<file path="src/rtl/arb_pkg.sv">
// ============================================================================
// Module   : arb_pkg
// Brief    : Shared types and lowest-set-bit helpers for rr_priority_arbiter.
// Revision : 1.0 - initial release
// ============================================================================
`default_nettype none

package arb_pkg;

    // Helpers work on a fixed maximum width; callers cast in and out,
    // so arbiters up to 64 requesters are supported.
    localparam int c_MAX_W    = 64;
    localparam int c_MAX_IDXW = 6;

    typedef logic [c_MAX_W-1:0]    vec_t;
    typedef logic [c_MAX_IDXW-1:0] idx_t;

    typedef enum logic [0:0] {
        IDLE  = 1'b0,
        GRANT = 1'b1
    } arb_state_e;

    // Isolate the lowest set bit (two's-complement trick).
    function automatic vec_t lowest_set_onehot(input vec_t v);
        return v & (~v + vec_t'(1));
    endfunction

    // Encode a one-hot vector to its bit index (zero for an all-zero input).
    function automatic idx_t onehot_to_idx(input vec_t oh);
        idx_t r_idx;
        r_idx = '0;
        for (int i = 0; i < c_MAX_W; i++) begin
            if (oh[i]) begin
                r_idx = r_idx | idx_t'(i);
            end
        end
        return r_idx;
    endfunction

endpackage

`default_nettype wire

</file>
<file path="src/rtl/lowest_set_finder.sv">
// ============================================================================
// Module   : lowest_set_finder
// Brief    : Combinational lowest-set-bit search starting at mask_from, with
//            wrap-around to the unmasked vector when nothing is at/above it.
// Revision : 1.0 - initial release
// ============================================================================
`default_nettype none

module lowest_set_finder
    import arb_pkg::*;
#(
    parameter int WIDTH = 16,
    localparam int IDXW = $clog2(WIDTH)
) (
    input  logic [WIDTH-1:0] vec,
    input  logic [IDXW-1:0]  mask_from,
    output logic [IDXW-1:0]  idx,
    output logic [WIDTH-1:0] onehot,
    output logic             none
);

    logic [WIDTH-1:0] w_mask;
    logic [WIDTH-1:0] w_masked;
    logic [WIDTH-1:0] w_oh_masked;
    logic [WIDTH-1:0] w_oh_wrap;

    // Keep only bits at or above the starting position.
    assign w_mask   = {WIDTH{1'b1}} << mask_from;
    assign w_masked = vec & w_mask;

    // Both searches run in parallel; the wrap result is used only when the
    // masked vector is empty.
    assign w_oh_masked = WIDTH'(lowest_set_onehot(vec_t'(w_masked)));
    assign w_oh_wrap   = WIDTH'(lowest_set_onehot(vec_t'(vec)));

    assign onehot = (w_masked == '0) ? w_oh_wrap : w_oh_masked;
    assign idx    = IDXW'(onehot_to_idx(vec_t'(onehot)));
    assign none   = (vec == '0);

endmodule

`default_nettype wire

</file>
<file path="src/rtl/rr_priority_arbiter.sv">
// ============================================================================
// Module   : rr_priority_arbiter
// Brief    : Registered round-robin arbiter with valid/ready grant handshake.
//            Optional feature macro: RR_ARB_ROTATE_EN (round-robin rotation;
//            when undefined the arbiter is fixed priority, index 0 highest).
// Revision : 1.0 - initial release
// ============================================================================
`default_nettype none

module rr_priority_arbiter
    import arb_pkg::*;
#(
    parameter int REQUESTERS = 16,
    localparam int IDXW = $clog2(REQUESTERS)
) (
    input  logic                  clk,
    input  logic                  rst,
    input  logic [REQUESTERS-1:0] req,
    output logic                  grant_valid,
    input  logic                  grant_ready,
    output logic [IDXW-1:0]       grant_idx,
    output logic [REQUESTERS-1:0] grant_onehot,
    output logic                  null_input
);

    localparam logic [0:0] c_IDLE  = IDLE;
    localparam logic [0:0] c_GRANT = GRANT;

    logic [0:0]            r_state;
    logic [IDXW-1:0]       r_grant_idx;
    logic [REQUESTERS-1:0] r_grant_onehot;
    logic                  r_null_input;

    logic                  w_accept;
    logic                  w_search;
    logic [IDXW-1:0]       w_mask_from;
    logic [IDXW-1:0]       w_find_idx;
    logic [REQUESTERS-1:0] w_find_onehot;
    logic                  w_find_none;

    // A search happens whenever no grant is held or the held one retires.
    assign w_accept = (r_state == c_GRANT) & grant_ready;
    assign w_search = (r_state == c_IDLE) | w_accept;

`ifdef RR_ARB_ROTATE_EN
    localparam logic [IDXW-1:0] c_LAST_IDX = IDXW'(REQUESTERS - 1);

    logic [IDXW-1:0] r_ptr;
    logic [IDXW-1:0] w_ptr_next;

    // Priority moves just past the winner being retired; the updated value
    // feeds the same-cycle search so the served requester is last in line.
    assign w_ptr_next  = (r_grant_idx == c_LAST_IDX) ? '0 : r_grant_idx + IDXW'(1);
    assign w_mask_from = w_accept ? w_ptr_next : r_ptr;

    // Rotation pointer advances only on an accepted grant.
    always_ff @(posedge clk or posedge rst) begin
        if (rst) begin
            r_ptr <= '0;
        end else if (w_accept) begin
            r_ptr <= w_ptr_next;
        end
    end
`else
    // Fixed priority: search always starts at index 0.
    assign w_mask_from = '0;
`endif

    lowest_set_finder #(
        .WIDTH (REQUESTERS)
    ) u_finder (
        .vec       (req),
        .mask_from (w_mask_from),
        .idx       (w_find_idx),
        .onehot    (w_find_onehot),
        .none      (w_find_none)
    );

    // State and output registers; outputs are frozen while a grant waits.
    always_ff @(posedge clk or posedge rst) begin
        if (rst) begin
            r_state        <= c_IDLE;
            r_grant_idx    <= '0;
            r_grant_onehot <= '0;
            r_null_input   <= 1'b1;
        end else if (w_search) begin
            r_null_input <= w_find_none;
            if (!w_find_none) begin
                r_state        <= c_GRANT;
                r_grant_idx    <= w_find_idx;
                r_grant_onehot <= w_find_onehot;
            end else begin
                r_state        <= c_IDLE;
                r_grant_onehot <= '0;
            end
        end
    end

    assign grant_valid  = (r_state == c_GRANT);
    assign grant_idx    = r_grant_idx;
    assign grant_onehot = r_grant_onehot;
    assign null_input   = r_null_input;

endmodule

`default_nettype wire

</file>
<file path="config.mk">
export PLATFORM = sky130hd
export DESIGN_NAME = rr_priority_arbiter
export DESIGN_NICKNAME = d
export VERILOG_FILES = /design/src/rtl/arb_pkg.sv /design/src/rtl/lowest_set_finder.sv /design/src/rtl/rr_priority_arbiter.sv
export SDC_FILE = /design/constraint.sdc
export NUM_CORES = 1
export LEC_CHECK = 0
export CAP_MARGIN = 20
export CORE_AREA = 2 2 48 50
export CTS_CLUSTER_SIZE = 8
export DETAILED_ROUTE_END_ITERATION = 8
export DIE_AREA = 0 0 50 52
export DONT_BUFFER_PORTS = 1
export GPL_TIMING_DRIVEN = 0
export PLACE_DENSITY = 0.71
export SLEW_MARGIN = 20
export SYNTH_ARGS = -nofsm -noshare
export SYNTH_HDL_FRONTEND = slang
export SYNTH_SLANG_ARGS = --single-unit
</file>
<file path="constraint.sdc">
create_clock -name clk -period 1.4 [get_ports clk]
set_clock_uncertainty 0.2 [all_clocks]
set_input_delay 0.42 -clock clk [delete_from_list [all_inputs] [get_ports clk]]
set_output_delay 0.42 -clock clk [all_outputs]
set_load 0.02 [all_outputs]
</file>
==> summary.md <==
| Metric | Value |
|---|---|
| Final Worst Setup Slack | `-0.136 ns` |
| Critical Path RT | `0.78 ns` |
| Vias per std cell | `6.05` |
| Die area | `2600 µm²` |
| Critical Path End Type | `output port` |
| Maximum operating frequency | `651 MHz` |
| Post-DP Area | `1150 µm²` |
| Async set-or-reset flop fraction in the synthesized netlist | `100%` |
| Unrepaired setup endpoints after global routing | `yes` |
| Count of inserted antenna diode cells | `0` |
| Part of the power in the clock network | `27.0%` |
| Depth of the most critical reg-to-reg path | `6` |
| Cell area after synthesis | `1090 µm²` |
| Worst min-delay path class | `in -> async` |
| Violated checks | `negative hold slack, negative setup slack` |
| Internal Dissipation | `826 µW` |
| Synthesized flop and latch total | `22` |
| Number of distinct standard cells referenced by the synthesized netlist | `33` |
| Number of global-route vias before repair | `902` |
| Maximum net fanout on the critical path | `2` |
| Relative slew margins | `43.1%` |
| Residual DRC | `0` |
| Overall track demand over capacity in global routing | `21.3%` |
| Total congestion overflow | `0` |
| Post-synth top flop | `dfrtp_1` |
| Post-DRT Antenna Nets | `0` |
| Level count of the clock H-tree | `1` |
| Power density over cell area | `799 nW/µm²` |
| Core Region | `2110 µm²` |
| Sequential fraction of design power | `61.3%` |
| Worst reg2reg path endpoint | `grant_idx[0]` |
| Max-slew violation count | `0` |
| Period utilisation layout | `110%` |
| Library cell with the largest summed area after synthesis | `dfrtp_1` |
| Setup violators final | `17` |
| Worst ir drop on vdd | `0.000563 V` |
| Mean instance size in the synthesized netlist | `9.92 µm²` |
| Sw power | `298 µW` |
| Initial DRT Pass Iterations | `4` |
| Area fraction of the dominant cell type after synthesis | `48.2%` |
| CTS root buffer | `clkbuf_4` |
| Cells taking the most area after synthesis | `dfrtp_1, nand2_1, nor4_4` |
| Number of input and output port buffers inserted | `0` |
| Logic pwr share | `11.6%` |
| Total power | `1120 µW` |
| Inserted Clock Buffers | `3` |
| Count of yosys warnings during synthesis | `0` |
| Share of post-route cells with drive strength above 1 | `47.6%` |
| Synthesized net count | `129` |
| Status | `finished, violations left` |
| Clock period minus worst slack | `1.54 ns` |
| Routed WL | `2630 µm` |
| Effective utilization at floorplan | `51.8%` |
| Max cap viols | `0` |
| Routed length per placed instance | `17.3 µm` |
| Number of filler cells placed in the layout | `154` |
| Transition time at the pin with the least slew margin | `0.852 ns` |
| Post-synthesis instance total | `110` |
| Fraction of the yosys area taken by sequential cells | `50.6%` |
| Critical register-to-register path startpoint | `grant_valid` |
| 1st-iter DRT viols | `11` |
| Routability congestion estimate | `0.793` |
| First-pass GRT wire length | `4180 µm` |
| Count of final hold-check violations | `21` |
| CTS Sinks | `22` |
| Crit Path Class | `reg -> out` |
| Total number of placement rows | `17` |
| Die width | `50 µm` |
| Total vias in the final route | `919` |
| Type of element launching the critical path | `flip-flop` |
| Count of boundary I/O pins | `41` |
| Number of enable-type register cells in the synthesized netlist | `0` |
| Clock buffer depth | `2` |
| Share of total power consumed by net switching | `26.5%` |
| Syn-to-layout area delta | `28.9%` |
| Maximum number of pins on one net before global-route repair | `23` |
| Post-route design area | `1410 µm²` |
| Final HPWL from detailed placement | `1860 µm` |
| Leakage dissipation | `0.000577 µW` |
| Hold slack | `-0.0446 ns` |
| Data arrival time of the worst path | `0.92 ns` |
| Setup slack of the most critical reg-to-reg path | `-0.13 ns` |
| Clock input transition at the sequential cells of the worst setup and hold paths | `0.12 ns` |
| Die Y | `52 µm` |
| Antenna violations before repair | `0` |
| TritonCTS clock tree | `built` |
| Clk_lat worst skew | `0.30 ns` |
| Fin nets | `144` |
[layer usage]
layer / GRT usage [%] / up-vias / share of wire (%)
met4: 6.94 / 0 / 0.87
met5: 0 / - / 0
li1: - / 427 / -
met2: 36.4 / 29 / 51
met1: 25.8 / 459 / 42
met3: 5.75 / 4 / 6.8
[Yosys cell counts, drive strengths merged, types with 4 or more instances]
| library cell | number |
|---|---|
| nor4 | 4 |
| a32o | 4 |
| dfrtp | 21 |
| nand2 | 18 |
| a21oi | 5 |
| nor2 | 9 |
| o31ai | 5 |
| o21ai | 7 |
| inv | 7 |
[sequential cells by signal (all words and copies together) (netlist names)]
signal and count:
grant_onehot 16, null_input 1, grant_valid 1, grant_idx 4
[power by group through the flow]
stage               logic [µW]  registers (µW)  clock network [µW]
global route               144             692                 335
global placement          90.7             698                   0
finish                     131             689                 304
detailed placement        93.1             698                   0
CTS                        119             689                 307
floorplan                 75.3             694                   0
[worst max path at each step]
stage,from,to,cells after the start
floorplan,req[7],grant_onehot[3],5
global placement,req[3],grant_onehot[4],5
detailed placement,req[12],grant_onehot[3],5
CTS,null_input,null_input,0
global route,grant_valid,grant_idx[0],6
finish,null_input,null_input,0
[area by class of cell]
| type | count | area (µm²) | area share [%] |
|---|---|---|---|
| clock buffers | 4 | 26.3 | 1.87 |
| flip-flops and latches | 22 | 578 | 41.1 |
| repair buffers | 10 | 81.3 | 5.78 |
| plain buffers | 4 | 51.3 | 3.65 |
| multi-input cells | 77 | 608 | 43.2 |
| inverters | 7 | 26.3 | 1.87 |
| well taps | 28 | 35.0 | 2.49 |
[layout by cell type, fill, tap and decap left out, drive strengths merged]
cell,synthesis,final
a21o,1,1
a21oi,5,5
a22o,3,3
a311oi,2,2
a31oi,2,2
a32o,4,4
and2,1,1
and3,1,1
buf,1,12
clkbuf,3,5
dfrtp,21,21
dfstp,1,1
dlygate4sd3,0,1
inv,7,7
nand2,18,18
nand2b,1,1
nand3,3,3
nand3b,2,2
nand4,1,1
nand4b,1,1
nor2,9,9
nor2b,2,2
nor3,3,3
nor3b,1,1
nor4,4,4
o211ai,1,1
o21ai,7,7
o31ai,5,5
[stage by stage]
| stage | setup TNS [ns] | std cells | util (%) | setup WS (ns) |
|---|---|---|---|---|
| global placement | -6.50 | 138 | 54.5 | -0.487 |
| CTS | -0.433 | 152 | 64.0 | -0.137 |
| global route | -1.61 | 152 | 66.8 | -0.196 |
| detailed placement | -7.20 | 138 | 54.5 | -0.544 |
| floorplan | -3.56 | 110 | - | -0.330 |
| finish | -0.448 | 152 | 66.8 | -0.136 |
[kinds of logic after synthesis]
logic type / share of synthesized area, %
AOI/OAI and AO/OA: 20.2
and+or+nand+nor: 25.1
buffers and inverters: 4.13
DFF: 50.6
[what timing repair did]
item | 4_1_cts | 5_1_grt
setup endpoints to repair | 42 | 40
gates cloned | 0 | 0
hold buffers | 1 | 0
pin swaps | 12 | 8
endpoints found under the hold margin | 22 | 0
buffers inserted | 9 | 0
gates resized for setup | 34 | 15
Note: power is estimated with default switching activity, not from simulation.
